### src/rtl/seg_pkg.sv
// seg_pkg: shared constants, display word type and leading-zero mask for the seven-segment scan mux
package seg_pkg;
  localparam int NUM_DIGITS = 8;
  localparam int DIGIT_W = 4;
  localparam logic [DIGIT_W-1:0] BLANK_CODE = 4'hF;
  typedef struct packed {
    logic [NUM_DIGITS*DIGIT_W-1:0] value;
    logic [NUM_DIGITS-1:0] dp;
  } disp_t;
  // bit i set when digits NUM_DIGITS-1..i are all zero; digit 0 is never marked
  function automatic logic [NUM_DIGITS-1:0] lz_mask(input logic [NUM_DIGITS*DIGIT_W-1:0] v);
    logic z;
    z = 1'b1;
    lz_mask = '0;
    for (int i = NUM_DIGITS - 1; i > 0; i--) begin
      z = z & (v[i*DIGIT_W +: DIGIT_W] == '0);
      lz_mask[i] = z;
    end
  endfunction
endpackage

### src/rtl/seg_scan_mux_prescaler.sv
// seg_prescaler: free-running 0..REFRESH_DIV-1 counter with terminal-count flag
module seg_prescaler #(
  parameter int REFRESH_DIV = 100000,
  localparam int CW = $clog2(REFRESH_DIV)
) (
  input  logic          clk,
  input  logic          rst,
  output logic [CW-1:0] cnt_o,
  output logic          tc_o
);
  logic [CW-1:0] cnt_q, cnt_d;
  assign tc_o = cnt_q == CW'(REFRESH_DIV - 1);
  assign cnt_d = tc_o ? '0 : cnt_q + 1'b1;
  assign cnt_o = cnt_q;
  always_ff @(posedge clk or posedge rst) begin
    if (rst) cnt_q <= '0;
    else cnt_q <= cnt_d;
  end
endmodule

### src/rtl/seg_scan_mux.sv
// seg_scan_mux: double-buffered 8-digit scan controller with leading-zero blanking and dead time
module seg_scan_mux
  import seg_pkg::*;
#(
  parameter int REFRESH_DIV = 100000,
  parameter int BLANK_CYCLES = 16
) (
  input  logic        clk,
  input  logic        rst,
  input  logic        load,
  input  logic [31:0] value,
  input  logic [7:0]  dp_mask,
  input  logic        blank_lz,
  input  logic [7:0]  digit_en,
  output logic [3:0]  nibble,
  output logic [7:0]  an_sel,
  output logic        dp_out,
  output logic        pending,
  output logic        frame_tick
);
  localparam int CW = $clog2(REFRESH_DIV);
  logic [CW-1:0] cnt;
  logic tc, fb, off;
  logic [2:0] idx_q, idx_d;
  disp_t shadow_q, shadow_d, disp_q, disp_d;
  logic pend_q, pend_d;
  logic [7:0] lz, an_q, an_d;
  logic [3:0] nib_q, nib_d, dig;
  logic dp_q, dp_d, ft_q;
  seg_prescaler #(.REFRESH_DIV(REFRESH_DIV)) u_pre (
    .clk  (clk),
    .rst  (rst),
    .cnt_o(cnt),
    .tc_o (tc)
  );
  assign fb = tc & (idx_q == 3'd7);
  // a load on the boundary edge lands in the shadow after the old shadow is applied
  always_comb begin
    idx_d = tc ? idx_q + 3'd1 : idx_q;
    shadow_d = load ? '{value: value, dp: dp_mask} : shadow_q;
    disp_d = (fb & pend_q) ? shadow_q : disp_q;
    pend_d = load | (pend_q & ~fb);
    lz = lz_mask(disp_q.value) & {NUM_DIGITS{blank_lz}};
    dig = disp_q.value[{idx_q, 2'b00} +: DIGIT_W];
    off = (int'(cnt) < BLANK_CYCLES) | ~digit_en[idx_q];
    an_d = off ? 8'h00 : 8'b1 << idx_q;
    nib_d = (off | lz[idx_q]) ? BLANK_CODE : dig;
    dp_d = ~off & disp_q.dp[idx_q];
  end
  always_ff @(posedge clk or posedge rst) begin
    if (rst) begin
      idx_q <= '0;
      shadow_q <= '0;
      disp_q <= '0;
      pend_q <= 1'b0;
      an_q <= '0;
      nib_q <= BLANK_CODE;
      dp_q <= 1'b0;
      ft_q <= 1'b0;
    end else begin
      idx_q <= idx_d;
      shadow_q <= shadow_d;
      disp_q <= disp_d;
      pend_q <= pend_d;
      an_q <= an_d;
      nib_q <= nib_d;
      dp_q <= dp_d;
      ft_q <= fb;
    end
  end
  assign nibble = nib_q;
  assign an_sel = an_q;
  assign dp_out = dp_q;
  assign pending = pend_q;
  assign frame_tick = ft_q;
endmodule

### config.mk
export PLATFORM = sky130hd
export DESIGN_NAME = seg_scan_mux
export DESIGN_NICKNAME = d
export VERILOG_FILES = /design/src/rtl/seg_pkg.sv /design/src/rtl/seg_scan_mux_prescaler.sv /design/src/rtl/seg_scan_mux.sv
export SDC_FILE = /design/constraint.sdc
export NUM_CORES = 1
export LEC_CHECK = 0
export CAP_MARGIN = 20
export CORE_ASPECT_RATIO = 2
export CORE_MARGIN = 1.5
export CORE_UTILIZATION = 25
export DETAILED_ROUTE_END_ITERATION = 10
export PLACE_DENSITY = 0.51
export SLEW_MARGIN = 25
export SYNTH_ARGS = -nofsm -noshare
export SYNTH_HDL_FRONTEND = slang
export SYNTH_SLANG_ARGS = --single-unit
### constraint.sdc
create_clock -name clk -period 12.87 [get_ports clk]
set_clock_uncertainty 0.2 [all_clocks]
set_input_delay 3.861 -clock clk [delete_from_list [all_inputs] [get_ports clk]]
set_output_delay 3.861 -clock clk [all_outputs]
set_load 0.05 [all_outputs]
### Word-level counts from Yosys, hierarchy flattened

Cells that the tools add are included.

* input port bits: 52
* logic and storage cells: 52
* output and inout port bits: 15
* register bits: 115

* shift-type cells: 2
* magnitude comparators: 2
* add/sub/neg operators: 2
* equality and inequality tests: 2
* bitwise gates (word level): 17
* reduce and logical (&&, ||, !) cells: 7
* multiplexer cells: 9

Operators with widths (count)
* $shiftx A32 B6 Y4: 1
* $logic_not A4 Y1: 7
* $add A17 B1 Y17 const B: 1
* $eq A17 B17 Y1 const B: 1
* $lt A17 B5 Y1 const B: 1
* $mux W17: 1
* $and A1 B1 Y1: 10
* $bmux W1 S3: 3
* $and A8 B8 Y8: 1
* $mux W8: 1
* $shl A1 B3 Y8 const A: 1
* $lt A3 B4 Y1 const B: 1
* $mux W4: 1
* $add A3 B1 Y3 const B: 1
* $eq A3 B3 Y1 const B: 1
* $mux W1: 3
* $not A1 Y1: 3
* $or A1 B1 Y1: 3

### Depth between registers and ports, before layout

Gate-level depths: netlist (run 1).

* word-level depth: 12
* depth in mapped cells: 9
* depth with buffers taken out: 6

### Cells and area by module

A second synthesis (run 1) with hierarchy kept.

* cells, all modules: 354
* area total of the unflattened synthesis: 5031.1 µm²

Modules (own cells, without submodules)
* seg_scan_mux: sequential area each 2457.4 µm², instances 1, area each 4205.3 µm², cells each 279
* seg_prescaler: sequential area each 425.4 µm², instances 1, area each 825.8 µm², cells each 75

### Worst setup path after synthesis (run 1)

Ideal clock, no wire load.

* path kind: input to register
* start: input digit_en[7]
* end: register an_q[0], in the netlist an_sel[0]
* data required time: 12550 ps
* setup slack: 7532 ps
* cell stages on the path: 5
* data arrival time: 5019 ps
* library setup time: 120 ps
* cell sequence: mux4_2 > nand2_1 > a21boi_0 > nor2_1 > and3_1

* word-level cells in the longest chain between the ends: 5

RTL lines
* from (decl): line seg_scan_mux.sv:14 `input logic [7:0] digit_en,`
* $bmux W1 S3: line seg_scan_mux.sv:45 `off = (int'(cnt) < BLANK_CYCLES) | ~digit_en[idx_q];`
* $mux W1 (not written as such): line seg_scan_mux.sv:45
* $not A1 Y1: line seg_scan_mux.sv:45
* $or A1 B1 Y1: line seg_scan_mux.sv:45
* $mux W8: line seg_scan_mux.sv:46 `an_d = off ? 8'h00 : 8'b1 << idx_q;`
* net an_d[0]: line seg_scan_mux.sv:27 `logic [7:0] lz, an_q, an_d;`
* to (signal assigned): line seg_scan_mux.sv:65 `an_q <= an_d;`
* to (decl): line seg_scan_mux.sv:27

The timed path passes the listed nets, and every way through them passes these cells. The select of a mux whose other input is x is not followed.
A chain may end at the register's enable or synchronous reset.

### Worst setup path in the final report (run 1)

* start: register nib_q[0], in the netlist nibble[0]
* end: output nibble[0]

RTL lines
* from (decl): line seg_scan_mux.sv:28 `logic [3:0] nib_q, nib_d, dig;`
* from (signal assigned): line seg_scan_mux.sv:66 `nib_q <= nib_d;`
* to (decl): line seg_scan_mux.sv:15 `output logic [3:0] nibble,`

No word-level cell between the ends.

==> results of run 1 <==
## metal layers
| metal | part of all wire | wire length, µm |
|---|---|---|
| met1 | 0.38 | 4150 |
| met2 | 0.55 | 6020 |
| met3 | 0.041 | 452 |
| met4 | 0.032 | 348 |
| met5 | 0 | 0 |
## through the flow
stage               total power [mW]  hold WS, ps  worst slack, ps  area [µm²]
finish                         0.873          285             7060        6500
CTS                            0.886          289             7030        6490
detailed placement             0.438          283             6940        5940
global route                   0.907          313             7020        6500
global placement               0.437          271             6940        5940
floorplan                      0.412          255             5770        5100
## power breakdown
part	internal [mW]	switching (mW)
combinational	0.0273	0.0186
clock	0.288	0.154
sequential	0.376	0.00833
total	0.691	0.181
## final cells by class
| class | instances | area [µm²] |
|---|---|---|
| clock buffers | 26 | 509 |
| clock inverters | 4 | 47.5 |
| fillers | 2015 | 13400 |
| inverters | 7 | 28.8 |
| multi-input cells | 205 | 2040 |
| flip-flops and latches | 115 | 2880 |
| well taps | 262 | 328 |
| repair buffers | 67 | 663 |
## worst max path at each step
stage / startpoint / slack, ps / endpoint
after floorplan: rst / 5770 / an_sel[0]$_DFF_PP0_
after global placement: digit_en[7] / 6940 / an_sel[0]$_DFF_PP0_
after detailed placement: digit_en[6] / 6940 / an_sel[2]$_DFF_PP0_
after CTS: nibble[0]$_DFF_PP1_ / 7030 / nibble[0]
after global routing: nibble[0]$_DFF_PP1_ / 7020 / nibble[0]
final: nibble[0]$_DFF_PP1_ / 7060 / nibble[0]
## state kept, by name, summed over array words and instances (netlist names)
register and flops:
pending 1, shadow_q 40, disp_q 40, an_sel 8
dp_out 1, idx_q 3, frame_tick 1, u_pre.cnt_o 17
nibble 4
## logic make-up (layout without fill, tap and decap cells)
family                   after synthesis  after routing  synth area share
AO/OA/AOI/OAI                         14             14            0.0157
multiplexers                          93             93             0.261
AND/OR/NAND/NOR                       77             77            0.0812
XOR/XNOR                              14             14            0.0241
adder cells (fa/ha/maj)                7              7            0.0172
flip-flops                           115            115             0.566
buffers and inverters                 24            104            0.0351
## cells in the final DEF, fill, tap and decap left out, drive strengths merged, types with 2 or more instances in the layout
master,Yosys,layout
inv,6,6
and4,2,2
dfstp,4,4
clkinv,1,3
and3,4,4
nor2,12,12
dfrtp,111,111
clkbuf,4,26
a21oi,4,4
clkdlybuf4s50,0,65
nor4,10,10
nor3,4,4
buf,13,2
o21ai,6,6
xor2,7,7
nand4,7,7
or3,2,2
mux2,80,80
mux4,12,12
xnor2,7,7
ha,7,7
nand3,10,10
and2,5,5
nand2,18,18
==> impl_metrics.yaml, run 1 <==
outcome:
  outcome: "finished clean"
logic_synthesis:
  avgSynthCellArea_um2: 14.8
  synth_area_leader_cell: "dfrtp_1"
  synth_nets: 403
  synth.distinct_cells: 38
  synth_commonest_cells: "dfrtp_1 (111), mux2_2 (40), mux2_4 (40)"
  synth-async-reset-ratio: 1.00
  postSynthCellCount: 344
  yosysMostFrequentCell: "dfrtp_1"
  yosys-top-cells-area: "dfrtp_1 (54%), mux2_4 (12%), mux2_2 (8.8%)"
  synth_ff_type: "dfrtp_1"
  synth.cell_area_um2: 5100
  synth_edf_count: 0
  synth_top_area_frac: 0.545
  ys_ff_latch: 115
  yosysSeqAreaShare: 0.566
  yosysWarnings: 0
grt:
  use_met2: 0.199
  met1_usage: 0.112
  met3_usage: 0.0344
  grt_start_max_net_pins: 63
  grt_pass1_vias: 3340
  antenna_found_initial: 0
  top_usage_layer: "met2"
  grt_pass1_wl_um: 17800
  grt_usage: 0.111
  gr-total-overflow: 0
timing:
  hold_viol_final: 0
  period_minus_slack_ps: 5810
  fin_tns_setup_ps: 0
  finalSetupViolCount: 0
  worstMarginPinSlew_ps: 946
  period_share: 0.452
  rsz0062_at_grt: "no"
  slew_headroom: 0.370
  max_freq_mhz: 172
  drv_slew: 0
route:
  routed_wl_um: 11000
  vias: 3011
  wl_per_cell_um: 16.0
  viasPerCell: 4.39
  firstDrtPassIters: 4
  drc: 0
  drtIter0Drc: 119
  ant_nets: 0
cells_and_area:
  nNetsFinal: 472
  antenna_cells: 0
  drive_gt1_frac: 0.307
  fin_cells: 686
  areaGrowthSynthToFinish_pct: 27.4
  final_util: 0.326
critical_path:
  cp-end-kind: "output pin"
  critical_path_peak_fanout: 1
  cp_top_family: "buffers and inverters"
  path_cells: "clkdlybuf4s50_1"
  r2r-start: "u_pre.cnt_o[0]$_DFF_PP0_"
  timing.rr.end: "disp_q[34]$_DFFE_PP0P_"
  cp-start-kind: "flop"
  cp_data_arrival_time_ps: 1750
  criticalPathCategory: "flop to output pin"
  critPathSlowestCell: "clkdlybuf4s50_1"
  worst_ep_required_time_ps: 8810
  r2r.worst_path.cells: 6
  crit_buf_inv: 1
  crit_cells: 1
  max_stage_delay_ps: 820
  rrSetupSlack_ps: 9670
die:
  core_area_um2: 19900
  row_count: 73
  die_h_um: 205
  ios: 67
  initial_core_util: 0.256
  die-area_um2: 21300
  die_w_um: 104
power:
  peakVddDrop_mv: 0.0658
  p_per_area_nw_per_um2: 134
  leakage_nw: 2.80
clock_tree:
  clock_path_buffers: 2
  clock_sinks: 115
  cts-buffers-inserted: 17
  root_buffer: "clkbuf_16"
  post-cts-setup-buffers: 0
  h-tree-depth: 4
  postCtsHoldBufs: 0
  path_clk_slew_ps: 60
  cts_tree: "yes"
  worstSkewPairLatency_ps: 410
  cts_resized: 0
hold_path:
  min-delay-start: "u_pre.cnt_o[0]$_DFF_PP0_"
  hold_class: "flop to flop"
  hold_depth: 1
  min_to: "u_pre.cnt_o[0]$_DFF_PP0_"
run:
  drv_cap: 0
place:
  dpl.hpwl_um: 7720
  dp_cells: 656
  io_buffer_count: 66
  place_congestion: 0.779
Note: power is estimated with default switching activity, not from simulation.
==> inputs of run 2 (changes only) <==
Settings changed: PLACE_DENSITY 0.51 to 0.53.
Clock period 12.87 ns to 5 ns, I/O delays scaled along.
==> run 2 against run 1 <==
Non-clock buffer count is the same. Critical path depth is the same. Global-route usage shrank 0.13 points. Sequential share of layout area shrank 0.58 points. Highest routed layer unchanged. Combinational power grew to 2.6 times the previous value. Sequential power grew to 2.6 times the previous value. Total power grew to 2.7 times the previous value. First-iteration DRC count grew 6.7%. Via count shrank 1.8%. Worst setup slack lost 5500 ps. Wire length shrank 1.4%.
==> impl_metrics.yaml, run 2 (synthesized netlist as in run 1, its figures left out) <==
outcome:
  outcome: "finished clean"
timing:
  drv_slew: 0
  setup_ws_ps: 1570
  worstMarginPinSlew_ps: 997
  finalSetupViolCount: 0
  fin_tns_setup_ps: 0
  slew_headroom: 0.336
  hold_viol_final: 0
  rsz0062_at_grt: "no"
  max_freq_mhz: 291
  period_share: 0.686
  period_minus_slack_ps: 3430
power:
  p_per_area_nw_per_um2: 364
  peakVddDrop_mv: 0.165
  leakage_nw: 2.84
route:
  wl_per_cell_um: 15.7
  drc: 0
  drtIter0Drc: 127
  viasPerCell: 4.30
  ant_nets: 0
  routed_wl_um: 10800
  vias: 2957
  firstDrtPassIters: 4
critical_path:
  cp_top_family: "buffers and inverters"
  criticalPathCategory: "flop to output pin"
  crit_buf_inv: 1
  worst_ep_required_time_ps: 3300
  path_cells: "clkdlybuf4s50_1"
  timing.rr.end: "disp_q[4]$_DFFE_PP0P_"
  cp_data_arrival_time_ps: 1730
  rrSetupSlack_ps: 1820
  critPathSlowestCell: "clkdlybuf4s50_1"
  max_stage_delay_ps: 810
  r2r.worst_path.cells: 6
  cp-end-kind: "output pin"
  critical_path_peak_fanout: 1
  r2r-start: "u_pre.cnt_o[0]$_DFF_PP0_"
  cp-start-kind: "flop"
clock_tree:
  postCtsHoldBufs: 0
  worstSkewPairLatency_ps: 410
  post-cts-setup-buffers: 0
  root_buffer: "clkbuf_16"
  h-tree-depth: 4
  cts_resized: 0
  path_clk_slew_ps: 50
  cts-buffers-inserted: 17
  clock_sinks: 115
  clock_path_buffers: 2
  cts_tree: "yes"
cells_and_area:
  drive_gt1_frac: 0.310
  final_cell_mix: "dfrtp_1 (111), clkdlybuf4s50_1 (65), mux2_4 (40), mux2_2 (40)"
  fin_cells: 688
  fillCellCount: 2010
  nNetsFinal: 472
  final_common_cell: "dfrtp_1"
  multi_input_area_um2: 2040
  areaGrowthSynthToFinish_pct: 29.1
  antenna_cells: 0
  final_util: 0.330
  ff_latch_area_um2: 2880
die:
  ios: 67
  initial_core_util: 0.256
  die_w_um: 104
  core_area_um2: 19900
  die-area_um2: 21300
  die_h_um: 205
  row_count: 73
grt:
  grt_pass1_vias: 3333
  grt_pass1_wl_um: 17700
  antenna_found_initial: 0
  grt_usage: 0.110
  gr-total-overflow: 0
  grt_start_max_net_pins: 61
place:
  dpl.hpwl_um: 7720
  place_congestion: 0.773
  dp_cells: 656
  io_buffer_count: 66
  place_ws_ps: 1410
hold_path:
  min-delay-start: "u_pre.cnt_o[0]$_DFF_PP0_"
  min_to: "u_pre.cnt_o[0]$_DFF_PP0_"
  hold_class: "flop to flop"
  hold_depth: 1
run:
  drv_cap: 0
[run 2: layer usage]
layer,GRT usage,up-vias,part of all wire
li1,-,1360,-
met3,0.0258,17,0.027
met5,0,-,0
met4,0.0605,0,0.027
met1,0.118,1516,0.40
met2,0.197,64,0.55
[run 2: cell type report]
type                       count  area share
inverter                       7     0.00437
clock buffer                  23      0.0726
timing repair buffer          67       0.103
clock inverter                 9      0.0230
sequential                   115       0.438
multi-input combinational    205       0.309
tap                          262      0.0498
[run 2: metrics by stage]
stage	power [mW]	hold slack, ps	area (µm²)
floorplan	1.06	255	5100
global placement	1.13	267	5950
detailed placement	1.13	291	5950
CTS	2.42	305	6580
global route	2.48	313	6580
finish	2.39	297	6580
[run 2: worst max-delay path by stage]
stage / from / endpoint / slack, ps / cells after the start
after floorplan: rst / an_sel[0]$_DFF_PP0_ / 260 / 1
after global placement: digit_en[7] / an_sel[0]$_DFF_PP0_ / 1470 / 6
after detailed placement: digit_en[7] / an_sel[2]$_DFF_PP0_ / 1410 / 6
after CTS: nibble[0]$_DFF_PP1_ / nibble[0] / 1550 / 1
after global routing: nibble[3]$_DFF_PP1_ / nibble[3] / 1530 / 1
final: nibble[0]$_DFF_PP1_ / nibble[0] / 1570 / 1
[run 2: where the power goes]
part / leakage (nW) / internal, mW / switching (mW)
Combinational: 1.05 / 0.0714 / 0.0484
Clock: 0.307 / 0.871 / 0.414
Sequential: 1.48 / 0.968 / 0.0213
==> inputs of run 3 (changes only) <==
Clock period 5 ns to 3.05 ns, I/O delays scaled along.
==> run 3 against run 2 <==
Clock-buffer cell count is 6 lower. Design area is 0.57% higher. Flip-flop and latch count stayed put. Die area stayed put. Total power is 55% higher. Core utilization is 0.19 points higher. Sequential share of layout area is 0.25 points lower. Critical endpoint is now nibble[2]. Highest routed layer unchanged.
==> impl_metrics.yaml, run 3 (synthesized netlist as in run 1, its figures left out) <==
timing:
  rsz0062_at_grt: "no"
  finalSetupViolCount: 0
  hold_viol_final: 0
  slew_headroom: 0.643
  fin_tns_setup_ps: 0
  period_share: 0.932
  max_freq_mhz: 352
  worstMarginPinSlew_ps: 534
  period_minus_slack_ps: 2840
  drv_slew: 0
clock_tree:
  worstSkewPairLatency_ps: 410
  root_buffer: "clkbuf_16"
  post-cts-setup-buffers: 0
  clock_path_buffers: 2
  h-tree-depth: 4
  cts-buffers-inserted: 17
  cts_tree: "yes"
  clock_sinks: 115
  path_clk_slew_ps: 50
  postCtsHoldBufs: 0
  cts_resized: 0
grt:
  grt_pass1_wl_um: 17800
  grt_usage: 0.110
  grt_start_max_net_pins: 58
  antenna_found_initial: 0
  grt_pass1_vias: 3384
  gr-total-overflow: 0
cells_and_area:
  final_cell_mix: "dfrtp_1 (111), clkdlybuf4s50_1 (65), mux2_4 (40), mux2_2 (40)"
  fillCellCount: 2041
  final_common_cell: "dfrtp_1"
  multi_input_area_um2: 2040
  areaGrowthSynthToFinish_pct: 29.8
  ff_latch_area_um2: 2880
  nNetsFinal: 480
  antenna_cells: 0
  drive_gt1_frac: 0.329
  final_util: 0.332
route:
  drc: 0
  viasPerCell: 4.40
  drtIter0Drc: 89
  wl_per_cell_um: 15.4
  vias: 3059
  ant_nets: 0
  routed_wl_um: 10800
  firstDrtPassIters: 5
place:
  place_congestion: 0.748
  dpl.hpwl_um: 7920
  io_buffer_count: 66
power:
  peakVddDrop_mv: 0.266
  leakage_nw: 2.85
  p_per_area_nw_per_um2: 560
die:
  die_w_um: 104
  ios: 67
  core_area_um2: 19900
  die-area_um2: 21300
  row_count: 73
  die_h_um: 205
  initial_core_util: 0.256
critical_path:
  path_cells: "clkdlybuf4s50_1"
  timing.rr.end: "disp_q[1]$_DFFE_PP0P_"
  critPathSlowestCell: "clkdlybuf4s50_1"
  critical_path_peak_fanout: 1
  cp-start-kind: "flop"
  cp_data_arrival_time_ps: 1730
  worst_ep_required_time_ps: 1930
  r2r.worst_path.cells: 7
  cp_top_family: "buffers and inverters"
  criticalPathCategory: "flop to output pin"
  crit_buf_inv: 1
  max_stage_delay_ps: 810
  r2r-start: "u_pre.cnt_o[0]$_DFF_PP0_"
  rrSetupSlack_ps: 580
  cp-end-kind: "output pin"
hold_path:
  min-delay-start: "shadow_q[28]$_DFFE_PP0P_"
  min_to: "disp_q[28]$_DFFE_PP0P_"
  hold_class: "flop to flop"
  hold_depth: 1
run:
  drv_cap: 0
outcome:
  outcome: "finished clean"
-- run 3: changes by cell type in the layout (fill, tap and decap cells not counted), sizes merged --
cell	delta
bufinv	-2
clkbuf	-6
clkinv	+5
buf	+8
inv	-1
clkinvlp	+4
-- run 3: final cells by class --
cell class	count	share of cell area
Timing Repair Buffer	75	0.117
Clock inverter	15	0.0216
Clock buffer	17	0.0643
Sequential cell	115	0.436
Tap cell	262	0.0495
Multi-Input combinational cell	205	0.308
Inverter	7	0.00454
-- run 3: routing by layer --
layer,vias up,wire [µm],global-route usage
li1,1391,-,-
met1,1582,4200,0.119
met2,74,6010,0.201
met3,12,333,0.0255
met4,0,206,0.0506
met5,-,0,0
-- run 3: where the power goes --
| group | total [mW] | switching, mW | internal [mW] | leakage, nW |
|---|---|---|---|---|
| registers | 1.62 | 0.0362 | 1.59 | 1.48 |
| logic | 0.204 | 0.0814 | 0.123 | 1.10 |
| clock network | 1.88 | 0.689 | 1.19 | 0.274 |
| total | 3.71 | 0.807 | 2.90 | 2.85 |
-- run 3: metrics by stage --
step / hold WS, ps / power, mW / worst slack [ps] / instance area, µm² / cells
floorplan: 255 / 1.74 / 539 / 5100 / 344
global placement: 269 / 1.85 / 225 / 6050 / 664
detailed placement: 291 / 1.86 / 212 / 6050 / 664
CTS: 301 / 3.76 / 176 / 6620 / 696
global route: 319 / 3.86 / 161 / 6620 / 696
finish: 303 / 3.71 / 208 / 6620 / 696
-- run 3: worst max path at each step --
stage / start / endpoint / slack [ps] / cells after the start
after floorplan: rst / an_sel[0]$_DFF_PP0_ / 540 / 1
after global placement: digit_en[7] / an_sel[0]$_DFF_PP0_ / 230 / 6
after detailed placement: digit_en[6] / an_sel[2]$_DFF_PP0_ / 210 / 6
after CTS: nibble[2]$_DFF_PP1_ / nibble[2] / 180 / 1
after global routing: nibble[2]$_DFF_PP1_ / nibble[2] / 160 / 1
final: nibble[2]$_DFF_PP1_ / nibble[2] / 210 / 1
